[config.mk]
export PLATFORM = sky130hd
export DESIGN_NAME = coa_cpu_top
export DESIGN_NICKNAME = d
export VERILOG_FILES = /design/src/rtl/coa_cpu_top.sv
export SDC_FILE = /design/constraint.sdc
export NUM_CORES = 1
export LEC_CHECK = 0
export ABC_AREA = 1
export CAP_MARGIN = 0
export CORE_MARGIN = 3
export CORE_UTILIZATION = 30
export DETAILED_ROUTE_END_ITERATION = 8
export PLACE_DENSITY_LB_ADDON = 0.2
export SYNTH_ARGS = -nofsm -noshare
export SYNTH_HDL_FRONTEND = slang
export SYNTH_SLANG_ARGS = --single-unit
[constraint.sdc]
create_clock -name CLK -period 3.32 [get_ports CLK]
set_input_delay 0.664 -clock CLK [delete_from_list [all_inputs] [get_ports CLK]]
set_output_delay 0.664 -clock CLK [all_outputs]
set_load 0.03 [all_outputs]
[src/rtl/coa_cpu_top.sv]
// coa_cpu_top: minimal 8-bit single-cycle teaching CPU.
//   Internal ROM (image chosen by PROG_SEL), four 8-bit registers R0..R3,
//   zero flag, ALU, PC_W-bit program counter and a registered display bus.
//   One instruction completes on every rising CLK edge; there is no pipeline.
// Instruction word: op[15:12] rd[11:10] rs[9:8] imm[7:0].
// Optional feature macro: CPU_HALT_EN
//   defined   -> opcode F sets a sticky halted flag that freezes all state
//                until RST.
//   undefined -> opcode F executes as NOP.
// Ports:
//   CLK  in   system clock, rising edge active
//   RST  in   synchronous active-high reset
//   Dis  out  8-bit display register, written only by OUT (registered)
module coa_cpu_top #(
  parameter int unsigned PC_W     = 4,
  parameter int unsigned PROG_SEL = 0
) (
  input  logic       CLK,
  input  logic       RST,
  output logic [7:0] Dis
);

  typedef enum logic [3:0] {
    OP_NOP  = 4'h0, OP_LDI = 4'h1, OP_MOV = 4'h2, OP_ADD = 4'h3,
    OP_SUB  = 4'h4, OP_AND = 4'h5, OP_OR  = 4'h6, OP_XOR = 4'h7,
    OP_INC  = 4'h8, OP_OUT = 4'h9, OP_JMP = 4'hA, OP_JZ  = 4'hB,
    OP_JNZ  = 4'hC, OP_RSD = 4'hD, OP_RSE = 4'hE, OP_HLT = 4'hF
  } op_e;

  // Fixed program images; unlisted addresses read as NOP.
  function automatic logic [15:0] rom_word(input logic [PC_W-1:0] a);
    logic [15:0] w;
    w = 16'h0000;
    if (PROG_SEL == 0) begin
      case (32'(a))
        32'd0:   w = 16'h1000;
        32'd1:   w = 16'h1401;
        32'd2:   w = 16'h3100;
        32'd3:   w = 16'h9000;
        32'd4:   w = 16'hA002;
        default: w = 16'h0000;
      endcase
    end else if (PROG_SEL == 1) begin
      case (32'(a))
        32'd0:   w = 16'h185A;
        32'd1:   w = 16'h9200;
        32'd2:   w = 16'hF000;
        32'd3:   w = 16'h1811;
        32'd4:   w = 16'h9200;
        default: w = 16'h0000;
      endcase
    end
    return w;
  endfunction

  logic [PC_W-1:0] r_pc;
  logic [7:0]      r_regs [4];
  logic            r_z;
  logic [7:0]      r_dis;

  logic [15:0]     w_instr;
  op_e             w_op;
  logic [1:0]      w_rd;
  logic [1:0]      w_rs;
  logic [7:0]      w_imm;
  logic [7:0]      w_rd_val;
  logic [7:0]      w_rs_val;
  logic            w_reg_we;
  logic [7:0]      w_wdata;
  logic            w_z_we;
  logic            w_dis_we;
  logic [PC_W-1:0] w_pc_next;
  logic            w_run;
  logic            w_set_halt;

  assign w_instr  = rom_word(r_pc);
  assign w_op     = op_e'(w_instr[15:12]);
  assign w_rd     = w_instr[11:10];
  assign w_rs     = w_instr[9:8];
  assign w_imm    = w_instr[7:0];
  // Both operands read the pre-edge register values, so Rd==Rs is safe.
  assign w_rd_val = r_regs[w_rd];
  assign w_rs_val = r_regs[w_rs];

`ifdef CPU_HALT_EN
  logic r_halted;
  assign w_run = ~r_halted;
`else
  assign w_run = 1'b1;
`endif

  // Decode / ALU / next-PC.
  always_comb begin
    w_reg_we   = 1'b0;
    w_wdata    = 8'h00;
    w_z_we     = 1'b0;
    w_dis_we   = 1'b0;
    w_set_halt = 1'b0;
    w_pc_next  = r_pc + PC_W'(1);
    case (w_op)
      OP_LDI: begin w_reg_we = 1'b1; w_wdata = w_imm; end
      OP_MOV: begin w_reg_we = 1'b1; w_wdata = w_rs_val; end
      OP_ADD: begin w_reg_we = 1'b1; w_z_we = 1'b1; w_wdata = w_rd_val + w_rs_val; end
      OP_SUB: begin w_reg_we = 1'b1; w_z_we = 1'b1; w_wdata = w_rd_val - w_rs_val; end
      OP_AND: begin w_reg_we = 1'b1; w_z_we = 1'b1; w_wdata = w_rd_val & w_rs_val; end
      OP_OR:  begin w_reg_we = 1'b1; w_z_we = 1'b1; w_wdata = w_rd_val | w_rs_val; end
      OP_XOR: begin w_reg_we = 1'b1; w_z_we = 1'b1; w_wdata = w_rd_val ^ w_rs_val; end
      OP_INC: begin w_reg_we = 1'b1; w_z_we = 1'b1; w_wdata = w_rd_val + 8'd1; end
      OP_OUT: w_dis_we = 1'b1;
      OP_JMP: w_pc_next = PC_W'(w_imm);
      OP_JZ:  if (r_z)  w_pc_next = PC_W'(w_imm);
      OP_JNZ: if (!r_z) w_pc_next = PC_W'(w_imm);
      OP_HLT: w_set_halt = 1'b1;
      default: ;
    endcase
  end

  // Architectural state; reset wins over execution.
  always_ff @(posedge CLK) begin
    if (RST) begin
      r_pc  <= '0;
      r_z   <= 1'b0;
      r_dis <= 8'h00;
      for (int i = 0; i < 4; i++) r_regs[i] <= 8'h00;
    end else if (w_run) begin
      r_pc <= w_pc_next;
      if (w_reg_we) r_regs[w_rd] <= w_wdata;
      if (w_z_we)   r_z          <= (w_wdata == 8'h00);
      if (w_dis_we) r_dis        <= w_rs_val;
    end
  end

`ifdef CPU_HALT_EN
  // Sticky halt; only reset clears it.
  always_ff @(posedge CLK) begin
    if (RST)             r_halted <= 1'b0;
    else if (w_set_halt) r_halted <= 1'b1;
  end
`else
  logic w_unused;
  assign w_unused = w_set_halt;
`endif

  assign Dis = r_dis;

endmodule

== After elaboration in Yosys (flattened, before gate mapping) ==
Memories as Yosys holds them, arrays and structs flattened.
Cells that the tools add are included.

* Bits in writable memories: 32
* Logic and storage cells: 48
* Register bits after elaboration: 13
* Memories: 1
* Output and inout bits: 8
* Input bits: 2

* $add $sub $neg: 4
* Bitwise gates (word level): 3
* Reductions and logical operators: 5
* Equality and inequality tests: 16
* Multiplexer cells: 16

{| class="wikitable"
|+ Memories
! name !! words !! bits a word !! rd ports !! clocked after memory_dff !! wr ports !! RTL line !! source
|-
| r_regs || 4 || 8 || 2 || 0 || 4 || 57 || <nowiki>logic [7:0] r_regs [4];</nowiki>
|}

{| class="wikitable"
|+ Operators by type and width
! kind !! number
|-
| 16-bit case mux with 5 select lines || 1
|-
| 8-bit case mux with 8 select lines || 1
|-
| 4-bit by 3-bit == test with 1-bit output, second input constant || 5
|-
| 4-bit == test, second input constant || 5
|-
| 4-bit by 2-bit == test with 1-bit output, second input constant || 4
|-
| 8-bit OR reduction || 2
|-
| 4-bit case mux with 3 select lines || 1
|-
| 1-bit two-way mux || 9
|-
| 8-bit by 1-bit adder with 8-bit output, second input constant || 1
|-
| 8-bit adder || 1
|-
| 8-bit AND || 1
|-
| 4-bit by 1-bit == test with 1-bit output, second input constant || 2
|-
| 8-bit logical NOT || 1
|-
| 4-bit two-way mux || 2
|-
| 8-bit two-way mux || 1
|-
| 8-bit OR || 1
|-
| 8-bit subtractor || 1
|-
| 8-bit XOR || 1
|-
| 6-bit OR reduction || 1
|-
| 4-bit by 1-bit adder with 4-bit output, second input constant || 1
|-
| 4-bit logical NOT || 1
|-
| 2-bit two-way mux || 1
|}

== Logic depth before layout (Yosys ltp) ==
* Depth after elaboration: 10
* Mapped depth: 20

== Least setup slack after synthesis ==
No wires, ideal clock.

* Path type: reg2reg
* From: register r_pc[1]
* To: register r_z
* Period minus slack after synthesis: 2.518 ns
* Stages on the path, launching flop included: 18
* Library setup time: 0.067 ns
* Data required time: 3.253 ns
* Data arrival time: 2.451 ns
* Path slack: 0.802 ns
* Path through: dfxtp_1 -> inv_1 -> ha_1 -> nand2_4 -> buf_6 -> clkbuf_1 -> o21ai_0 -> ha_1 -> fa_1 -> nand3_1 -> nand3_1 -> nand3_1 -> nand2_1 -> inv_1 -> nand2_1 -> nor2_2 -> nand3_2 -> a21oi_2

* Word-level cells in the longest chain between the ends: 6
* Elaborated cells between the ends (all ways): 25
* Those cells by class: add/sub (3); eq/ne (12); mux (3); bitwise (3); reduce/logical (3); memory (1)

{| class="wikitable"
|+ Ends and longest elaborated chain
! what !! RTL line !! source
|-
| from (decl) || 56 || <nowiki>logic [PC_W-1:0] r_pc;</nowiki>
|-
| from (signal assigned) || 126 || <nowiki>r_pc <= w_pc_next;</nowiki>
|-
| 4-bit by 3-bit == test with 1-bit output, or another cell as far along || 35 || <nowiki>case (32'(a))</nowiki>
|-
| 16-bit case mux with 5 select lines * || 35 ||
|-
| memory read 4 x 8 bit || n/a ||
|-
| 8-bit by 1-bit adder with 8-bit output, or another cell as far along || 108 || <nowiki>OP_INC: begin w_reg_we = 1'b1; w_z_we = 1'b1; w_wdata = w_rd_val + 8'd1; end</nowiki>
|-
| 8-bit case mux with 8 select lines || 100 || <nowiki>case (w_op)</nowiki>
|-
| 8-bit logical NOT || 128 || <nowiki>if (w_z_we) r_z <= (w_wdata == 8'h00);</nowiki>
|-
| to (signal assigned) || 128 ||
|-
| to (decl) || 58 || <nowiki>logic r_z;</nowiki>
|}

Every way passes the cells marked *; elsewhere a longest branch is shown, timed or not.
A chain may end at the register's enable or synchronous reset.

== Worst setup path in the final report ==
* From: register r_pc[0]
* To: register r_z

Same word-level chain as after synthesis.

==> impl_metrics.json <==
{
  "synth_xor_area_frac": 0.00923,
  "port_buffers": 9,
  "io_pins": 10,
  "synthArstFlopShare": 0,
  "antenna_left": 0,
  "grt_max_degree": 24,
  "hold_path_class": "register to register",
  "timing.final.crit_share": 0.832,
  "finalHoldViolCount": 0,
  "insertion_delay_ns": 0.29,
  "gp_congestion": 0.842,
  "drc": 0,
  "p_per_area_nw_per_um2": 556,
  "rsz0062_at_grt": "no",
  "synth-simple-area-share": 0.299,
  "cts_buffers": 5,
  "avgSynthCellArea_um2": 7.81,
  "crit_path_top_delay_cell": "fa_1",
  "crit_path_end_kind": "register",
  "clkSinkCount": 29,
  "coreArea_um2": 6030,
  "synth_seq_cells": 29,
  "htreeDepth": 2,
  "antenna_found_initial": 0,
  "crit_type": "register to register",
  "syn_area_um2": 1900,
  "yosys.area_share.adder": 0.0831,
  "finalPower_mw": 1.20,
  "clk_path_buf_depth": 2,
  "cp_max_fo": 21,
  "num_vias": 1557,
  "critPathRequiredTime_ns": 3.55,
  "fin_skew_ns": 0.00279,
  "cp_cell_sequence": "inv_1, ha_1, nand2_4, o21ai_0, ha_1, fa_1, nand3_1, nand3_1, nand3_1, nand2_1, inv_1, nand2_1, nor2_2, nand3_2, a21oi_2",
  "grt_overflow": 0,
  "fin_util": 0.359,
  "placed_cells": 322,
  "instances_no_fill": 330,
  "worst-path-buf-inv": 2,
  "maxCapViolCount": 0,
  "syn2layout_area_growth_pct": 13.9,
  "routedWlPerCell_um": 12.9,
  "tritoncts": "yes",
  "drtPass1Iterations": 4,
  "wirelength_um": 4240,
  "n_antenna_cell": 0,
  "power_leakage_nw": 0.997,
  "start_kind": "register",
  "drtIter0Drc": 93,
  "die_area_um2": 7320,
  "slew_headroom": 0.623,
  "ys_types": 32,
  "post-route-min-period_ns": 2.76,
  "yosys_warnings": 0,
  "cp_common_cell": "nand3_1",
  "grt_first_pass_wirelength_um": 7080,
  "drive_above_1_share": 0.0980,
  "die_h_um": 85.5,
  "initial_core_util": 0.315,
  "final-setup-viol-count": 0,
  "post-dp-hpwl_um": 3140,
  "nets": 268,
  "tightest_slew_ns": 0.559,
  "cpPeakStageDelay_ns": 0.45,
  "syn_nets": 257,
  "synth-edff-count": 16,
  "grt_use_total": 0.126,
  "synth_mux_area_frac": 0.0316,
  "rows": 28,
  "ys.flop_type": "edfxtp_1",
  "tns_ns": 0,
  "clk_pin_slew_ns": 0.07,
  "max_freq_ghz": 0.362,
  "peakVddDrop_uv": 262,
  "cts_setup_buffers": 0,
  "root_buffer": "clkbuf_8",
  "cts_resized": 0,
  "worstPathArrival_ns": 2.99,
  "slew_violations": 0,
  "grt_pass1_vias": 1458,
  "critPathTopFamily": "adder cells",
  "fp.dieW_um": 85.5,
  "synth_compound_area_frac": 0.0976,
  "synth_cells": 243,
  "cts-hold-fix-buffers": 0,
  "vias_per_cell": 4.72,
  "synth_top_family_by_area": "simple AND/OR/NAND/NOR gates",
  "status": "completed",
  "ys_seq_area_frac": 0.390
}
## final timing paths
path,start,end,slack (ns),depth (start not counted)
worst max-delay path,r_pc[0]$_SDFF_PP0_,r_z$_SDFFE_PP0N_,0.56,15
worst min-delay path,Dis[0]$_SDFFE_PP0N_,Dis[0]$_SDFFE_PP0N_,0.45,2
worst max register to register,r_pc[0]$_SDFF_PP0_,r_z$_SDFFE_PP0N_,0.56,15
worst min register to register,Dis[0]$_SDFFE_PP0N_,Dis[0]$_SDFFE_PP0N_,0.45,2
## through the flow
stage	area, um2	hold slack, ns	worst slack [ns]
2_1_floorplan	1900	0.483	0.802
5_1_grt	2160	0.496	0.294
4_1_cts	2160	0.450	0.563
3_5_place_dp	2050	0.439	0.595
3_3_place_gp	2050	0.437	0.638
6_report	2160	0.449	0.559
## metal layers
metal  track usage  up-vias  wire (um)
met5             0        -          0
met4        0.0504        0         71
met3        0.0336        5        234
met2         0.196       40       1880
met1         0.165      698       2060
li1              -      814          -
## synthesized netlist by cell type (3+ instances only)
cell type,number,area share
o21ai_1,4,0.011
inv_1,33,0.065
o21ai_0,15,0.040
nor2_1,31,0.061
ha_1,11,0.073
mux2i_1,6,0.032
nand2_1,59,0.12
nand3_1,14,0.037
edfxtp_1,16,0.25
nand2_4,3,0.018
dfxtp_1,13,0.14
nand4_1,3,0.0099
nand3_2,3,0.016
a21oi_1,8,0.021
## flip-flops by register name, indices dropped and copies added (netlist names)
| signal | flops |
|---|---|
| r_regs | 16 |
| r_pc | 4 |
| r_z | 1 |
| Dis | 8 |
## layout by cell type (no fill, tap or decap), types with 6 or more instances in the layout
cell type and count:
inv_1 33, nor2_1 31, a21oi_1 8, mux2i_1 6, clkdlybuf4s50_1 9, o21ai_0 15
nand2_1 59, ha_1 11, nand3_1 14, dfxtp_1 13, edfxtp_1 16
## final cells by class
cell class | instances | area [um2]
inverters | 34 | 128
clock inverters | 3 | 46.3
repair buffers | 10 | 97.6
clock buffers | 5 | 68.8
flip-flops and latches | 29 | 741
well taps | 75 | 93.8
fillers | 646 | 3860
multi-input cells | 174 | 987
## cells by family after synthesis
kind of cell,after synthesis
flip-flops,29
XOR/XNOR,2
adder cells (fa/ha/maj),12
multiplexers,6
AO/OA/AOI/OAI,33
AND/OR/NAND/NOR,121
buffers and inverters,40
## worst register-to-register path: stages, from the launching register on
cell,delay [ns]
dfxtp_1,0.38
inv_1,0.10
ha_1,0.27
nand2_4,0.23
o21ai_0,0.16
ha_1,0.27
fa_1,0.45
nand3_1,0.14
nand3_1,0.10
nand3_1,0.15
nand2_1,0.07
inv_1,0.05
nand2_1,0.05
nor2_2,0.11
nand3_2,0.07
a21oi_2,0.11
## where the power goes
| group | total [mW] | internal (mW) | switching [mW] |
|---|---|---|---|
| sequential | 0.433 | 0.414 | 0.0191 |
| clock | 0.378 | 0.224 | 0.154 |
| combinational | 0.390 | 0.132 | 0.258 |
(Power assumes the default switching activity.)
